==> src/rtl/encoder16x4_rr.sv <==
// Registered round-robin 16-to-4 priority encoder with valid/ready output.
// Optional ENCODER_ONEHOT_CHECK_EN adds MultiErr (more than one request at capture).
module encoder16x4_rr #(
    parameter int WIDTH_OUT = 4
) (
    input  logic                         clk,
    input  logic                         rst_n,
    input  logic                         En,
    input  logic [(1<<WIDTH_OUT)-1:0]    Y,
    input  logic                         Rdy,
    output logic [WIDTH_OUT-1:0]         X,
    output logic                         Valid,
    output logic                         Busy
`ifdef ENCODER_ONEHOT_CHECK_EN
    ,
    output logic                         MultiErr
`endif
);

    localparam int N_IN = 1 << WIDTH_OUT;

    typedef enum logic {
        IDLE,
        HOLD
    } state_t;

    state_t               state;
    logic [WIDTH_OUT-1:0] ptr;
    logic [WIDTH_OUT-1:0] sel;
    logic [WIDTH_OUT-1:0] idx;
    logic                 found;

    // Search upward from ptr; the index naturally wraps at WIDTH_OUT bits.
    always_comb begin
        found = 1'b0;
        sel   = ptr;
        idx   = '0;
        for (int i = 0; i < N_IN; i++) begin
            idx = ptr + WIDTH_OUT'(i);
            if (!found && Y[idx]) begin
                found = 1'b1;
                sel   = idx;
            end
        end
    end

`ifdef ENCODER_ONEHOT_CHECK_EN
    localparam logic [N_IN-1:0] ONE = N_IN'(1);
    logic multi;

    // Clearing the lowest set bit leaves something only if two or more were set.
    assign multi = |(Y & (Y - ONE));
`endif

    always_ff @(posedge clk or negedge rst_n) begin
        if (!rst_n) begin
            state <= IDLE;
            ptr   <= '0;
            X     <= '0;
            Valid <= 1'b0;
`ifdef ENCODER_ONEHOT_CHECK_EN
            MultiErr <= 1'b0;
`endif
        end else begin
            unique case (state)
                IDLE: begin
                    if (En && found) begin
                        X     <= sel;
                        Valid <= 1'b1;
                        state <= HOLD;
`ifdef ENCODER_ONEHOT_CHECK_EN
                        MultiErr <= multi;
`endif
                    end
                end
                HOLD: begin
                    if (Rdy) begin
                        ptr   <= X + WIDTH_OUT'(1);
                        Valid <= 1'b0;
                        state <= IDLE;
`ifdef ENCODER_ONEHOT_CHECK_EN
                        MultiErr <= 1'b0;
`endif
                    end
                end
                default: state <= IDLE;
            endcase
        end
    end

    assign Busy = Valid;

endmodule

==> config.mk <==
export PLATFORM = sky130hd
export DESIGN_NAME = encoder16x4_rr
export DESIGN_NICKNAME = d
export VERILOG_FILES = /design/src/rtl/encoder16x4_rr.sv
export SDC_FILE = /design/constraint.sdc
export NUM_CORES = 1
export LEC_CHECK = 0
export BUFFER_PORTS_ARGS = -buffer_cell sky130_fd_sc_hd__buf_2
export CAP_MARGIN = 20
export CORE_MARGIN = 1.5
export CORE_UTILIZATION = 27
export DETAILED_ROUTE_END_ITERATION = 7
export SLEW_MARGIN = 20
export SYNTH_ARGS = -nofsm -noshare
export SYNTH_HDL_FRONTEND = slang
export SYNTH_SLANG_ARGS = --single-unit
==> constraint.sdc <==
create_clock -name clk -period 4.24 [get_ports clk]
set_input_delay 0.424 -clock clk [delete_from_list [all_inputs] [get_ports clk]]
set_output_delay 0.424 -clock clk [all_outputs]
set_load 0.05 [all_outputs]
==> key figures, run 1 <==
Timing
  • Fin Setup TNS: 0 ns
  • Final Critical Period: slightly below 4 ns
  • Slew margin rel.: approximately 44%
  • Worst-margin pin slew: ~0.81 ns
  • Layout Skew: around 0.00053 ns
  • Endpoints failing hold: 0
  • Setup violations, final: 0
  • Max Slew Vio Count: 0
  • Fmax: between 200 and 300 MHz
  • RSZ-0062 raised after global routing: no
  • Period Utilization, post-route: 93.59%

Worst setup path
  • Worst Setup End Kind: register
  • Top cell family by delay on the critical path: multiplexers
  • Setup CP Type: register to register
  • Nature of the critical path startpoint: register
  • Crit-path cells: buf_4 > ha_1 > xor2_4 > mux2_2 > mux4_2 > nor4_1 > and3_1 > a211oi_1 > a221o_1 > o21ai_1
  • CP peak stage delay: roughly 0.61 ns
  • CP bufs+invs: 1
  • Req. time, crit path: about 4.4 ns
  • CP Launch Point: ptr[1]
  • CP arrival: between 4 and 5 ns
  • Crit-path max FO: 26
  • CP max stage cell: mux4_2
  • Critical R2R Launch: ptr[1]

Detailed routing
  • DRC: 0
  • ANT nets after route: 0
  • DR vias/cell: 5.895
  • Routed wire length: around 9500 microns
  • Wire per inst: slightly below 20 microns
  • Vias: ~2,900
  • First-pass DRT Iterations: 5
  • Initial DRC Count: 283

GRT
  • Remaining Overflow, GRT: 0
  • Initial antenna violation count: 0
  • Number of global-route vias before repair: about 2,900
  • GRT Resource Usage Total: approximately 16%
  • Largest net degree at the start of global routing: 27
  • Global-route wire length before repair: ~15,000 microns

Cells and area
  • Non-filler cells, final: ~490
  • Most frequent cells in the layout: nand2_1 (36), buf_2 (25), mux2i_1 (24), mux2_2 (21), nor2_1 (20)
  • Layout area overhead: 10.96%
  • Most common cell after layout, fill and taps aside: nand2_1
  • Share of cells above drive strength 1: roughly 29%
  • # nets final: roughly 380
  • Diodes inserted: 0

Clock network
  • H-tree depth: 1
  • Clock sink count: 10
  • Root buf cell: clkbuf_8
  • Cts bufs inserted: 3
  • CTS max path bufs: 2
  • Clock transition at the registers of the reported paths: around 0.050 ns
  • CTS tree: done
  • Latest clock arrival within the worst-skew pair: between 0.2 and 0.25 ns
  • Hold_buf cts: 0
  • PostCTS Resize Cnt: 0
  • Post-CTS Setup Inserts: 0

Floorplan
  • Core Box Area: 10,790 sq um
  • Vert. Die Dim: around 110 microns
  • Die ar.: ~12,000 sq um
  • Ports: 26
  • Initial Utilization: approximately 28%
  • Row cnt: 38
  • Die W: around 110 microns

Synthesis
  • Average size of a mapped cell: about 9 sq um
  • Syn Nets: between 300 and 400
  • Post-synthesis cell type count: 77
  • Post-Syn Instances: approximately 320
  • Yosys warnings: 0
  • Main flop type after synthesis: dfrtp_1
  • Sequential area share after synthesis: under 10%
  • Synth async-reset ratio: 100.0%
  • Yosys reg bits: 10
  • Post-Syn Area: around 3000 sq um
  • EDFF count, synth: 0

Hold path
  • Hold WC Path Type: input port to async pin

Place
  • PortBufs: 25
  • Placer Congestion: approximately 1.0
  • Post-DP HPWL: 7593 microns
  • Placed Instances: around 480

Flow run
  • Max Cap Viol: 0

Run status
  • Status: finished clean
[cells in the mapped netlist, drive strengths merged (4+ instances only)]
cell    count  area share (%)
a21oi      17             3.0
a22oi       4             1.0
a31oi       4            0.84
a32oi       4             1.2
buf        12             2.5
clkbuf      4            0.50
dfrtp      10             8.4
ha          8             3.4
inv        12             1.5
mux2       28              11
mux2i      28              11
mux4       24              19
nand2      36             4.5
nand3       5            0.84
nor2       20             2.5
nor3        4            0.84
o21ai      21             3.7
o31ai       6             1.5
xnor2       7             2.3
xor2        6             2.6
[per-layer routing]
metal	part of all wire [%]	vias up	GRT usage [%]
met2	48	103	28.48
met5	0	-	0
met4	3.3	0	5.263
li1	-	1335	-
met1	44	1404	21.12
met3	4.5	23	1.567
[layout make-up]
| cell class | count | area [sq um] |
|---|---|---|
| fillers | 1132 | 7487 |
| multi-input cells | 285 | 2585 |
| flip-flops and latches | 10 | 250.2 |
| repair buffers | 35 | 200.2 |
| well taps | 140 | 175.2 |
| inverters | 13 | 53.80 |
| clock buffers | 3 | 41.29 |
[per-stage QoR]
step	utilization, %	hold WS, ns	instance area, sq um	setup slack, ns
final	30.63	0.05128	3306	0.2718
after global routing	30.63	0.05581	3306	0.1376
after CTS	30.63	0.04891	3306	0.3541
after global placement	30.25	0.2989	3264	0.2792
after detailed placement	30.25	0.3031	3264	0.3756
after floorplan	-	0.1284	2979	0.07161
[state kept, by name, summed over array words and instances (netlist names)]
name,count
state,1
ptr,4
X,4
Busy,1
[worst register-to-register path: cells and delay by family (launching register included)]
kind | cells | cell delay [ns]
AND/OR/NAND/NOR | 2 | 0.70
multiplexers | 2 | 1.03
adder cells (fa/ha/maj) | 1 | 0.47
buffers and inverters | 1 | 0.35
AO/OA/AOI/OAI | 3 | 0.66
flip-flops | 1 | 0.33
XOR/XNOR | 1 | 0.35
[final timing paths]
kind,end,slack [ns],cells past startpoint
setup / recovery,X[2],0.27,10
hold / removal,X[0],0.05,1
setup reg to reg,X[2],0.27,10
hold reg to reg,Busy,0.53,2
max in group asynchronous,ptr[0],3.99,1
min in group clk,state,0.37,2
[logic make-up after synthesis]
kind of cell               Yosys count  synth area share (%)
buffers and inverters               29                 4.830
DFF                                 10                 8.400
and+or+nand+nor                     91                 16.17
adders and majority gates            8                 3.360
AOI/OAI and AO/OA                   93                 21.88
muxes                               80                 40.40
xor gates and xnor gates            13                 4.956
Power of run 1 is left out: the tool's default activity adds up to more than one toggle a clock period on the data nets, which glitch-free logic cannot reach.
==> run 2, diff against run 1 <==
==> constraint.sdc (replaced) <==
create_clock -name clk -period 4.24 [get_ports clk]
set_input_delay 0.848 -clock clk [delete_from_list [all_inputs] [get_ports clk]]
set_output_delay 0.848 -clock clk [all_outputs]
set_load 0.05 [all_outputs]
==> run 2 against run 1 <==
  * Sequential share of layout area did not move
  * First-iteration DRC count rose by 20%
  * Worst hold slack improved by 0.42 ns
  * Largest cell class unchanged
  * Highest routed layer unchanged
==> key figures, run 2 (synthesized netlist as in run 1, its figures left out) <==
Worst setup path
  • Critical R2R Launch: ptr[0]
  • Worst Setup End Kind: register
  • CP arrival: between 4 and 5 ns
  • CP peak stage delay: around 0.6 ns
  • Setup CP Type: register to register
  • Crit-path cells: buf_4 > ha_1 > xor2_4 > mux2_2 > mux4_2 > nor4_1 > and3_1 > a211oi_1 > a221o_1 > o21ai_1
  • CP max stage cell: mux4_2
  • Nature of the critical path startpoint: register
  • CP Launch Point: ptr[0]
  • Req. time, crit path: between 4 and 5 ns
  • Crit-path max FO: 26

Cells and area
  • Share of cells above drive strength 1: around 29%
  • Diodes inserted: 0
  • # nets final: about 380
  • Fill cell count: 1,134
  • Layout area overhead: 10.96%
  • Most frequent cells in the layout: nand2_1 (36), buf_2 (25), mux2i_1 (24), mux2_2 (21), nor2_1 (20)
  • Top Registers: X (4), ptr (4)
  • Most common cell after layout, fill and taps aside: nand2_1

Timing
  • Endpoints failing hold: 0
  • Period Utilization, post-route: 91.41%
  • Fin Setup TNS: 0 ns
  • Slew margin rel.: about 45%
  • Setup violations, final: 0
  • Fmax: around 260 MHz
  • Worst-margin pin slew: a little over 0.8 ns
  • Max Slew Vio Count: 0
  • Final Critical Period: between 3 and 4 ns
  • Layout Skew: between 0.0015 and 0.002 ns
  • RSZ-0062 raised after global routing: no

Flow run
  • Max Cap Viol: 0

Clock network
  • Latest clock arrival within the worst-skew pair: around 0.24 ns
  • Clock sink count: 10
  • Cts bufs inserted: 3
  • Root buf cell: clkbuf_8
  • Hold_buf cts: 0
  • CTS tree: done
  • CTS max path bufs: 2
  • Post-CTS Setup Inserts: 0
  • Clock transition at the registers of the reported paths: roughly 0.050 ns
  • H-tree depth: 1
  • PostCTS Resize Cnt: 0

Floorplan
  • Vert. Die Dim: 108.0 microns
  • Initial Utilization: between 20 and 30%
  • Die ar.: between 10,000 and 15,000 sq um
  • Row cnt: 38
  • Ports: 26
  • Core Box Area: roughly 11,000 sq um
  • Die W: about 110 microns

Place
  • PortBufs: 25
  • Post-DP HPWL: approximately 7200 microns
  • Placer Congestion: 0.9808

Detailed routing
  • Vias: between 2,000 and 3,000
  • First-pass DRT Iterations: 5
  • Wire per inst: between 15 and 20 microns
  • DR vias/cell: roughly 6
  • Initial DRC Count: between 300 and 400
  • DRC: 0
  • Routed wire length: 9083 microns
  • ANT nets after route: 0

GRT
  • Remaining Overflow, GRT: 0
  • Number of global-route vias before repair: about 2,800
  • Global-route wire length before repair: 14,940 microns
  • GRT Resource Usage Total: between 15 and 20%
  • Largest net degree at the start of global routing: 27
  • Initial antenna violation count: 0

Run status
  • Status: finished clean

Hold path
  • Hold WC Path Type: input port to async pin
[run 2: worst max-delay path, delay by kind of cell, from the launching register on]
family,cells,cell delay (ns)
compound gates,3,0.62
xor+xnor,1,0.34
buf+inv,1,0.35
simple gates,2,0.66
flops,1,0.34
mux,2,1.01
fa+ha+maj,1,0.46
[run 2: path summary, 6_finish.rpt]
| check | endpoint | slack [ns] | cells past startpoint |
|---|---|---|---|
| min in group clk | Busy | 0.53 | 2 |
| worst min register to register | Busy | 0.53 | 2 |
| worst max-delay path | X[2] | 0.36 | 10 |
| worst max register to register | X[2] | 0.36 | 10 |
| worst min-delay path | ptr[3] | 0.47 | 1 |
| max in group asynchronous | Busy | 3.57 | 1 |
[run 2: area by class of cell]
class | instances | area, sq um | share of cell area (%)
inverter | 13 | 53.80 | 1.628
timing repair buffer | 35 | 200.2 | 6.056
clock buffer | 3 | 41.29 | 1.249
tap | 140 | 175.2 | 5.299
multi-input combinational | 285 | 2585 | 78.20
sequential | 10 | 250.2 | 7.570
[run 2: stage by stage]
| step | util, % | area (sq um) | setup WS (ns) | cells | hold WS, ns |
|---|---|---|---|---|---|
| floorplan | - | 2979 | 0.07161 | 324 | 0.5315 |
| global placement | 30.25 | 3264 | 0.2989 | 483 | 0.5225 |
| detailed placement | 30.25 | 3264 | 0.3998 | 483 | 0.5256 |
| CTS | 30.63 | 3306 | 0.3771 | 486 | 0.4737 |
| global route | 30.63 | 3306 | 0.1415 | 486 | 0.4802 |
| finish | 30.63 | 3306 | 0.3642 | 486 | 0.4674 |
[run 2: metal layers]
metal / GRT usage, % / wire length [microns] / up-vias
met3: 1.748 / 610 / 10
met4: 2.726 / 103 / 0
met5: 0 / 0 / -
li1: - / - / 1333
met2: 27.49 / 4573 / 131
met1: 21.83 / 3796 / 1408
Power of run 2 is left out for the same reason.
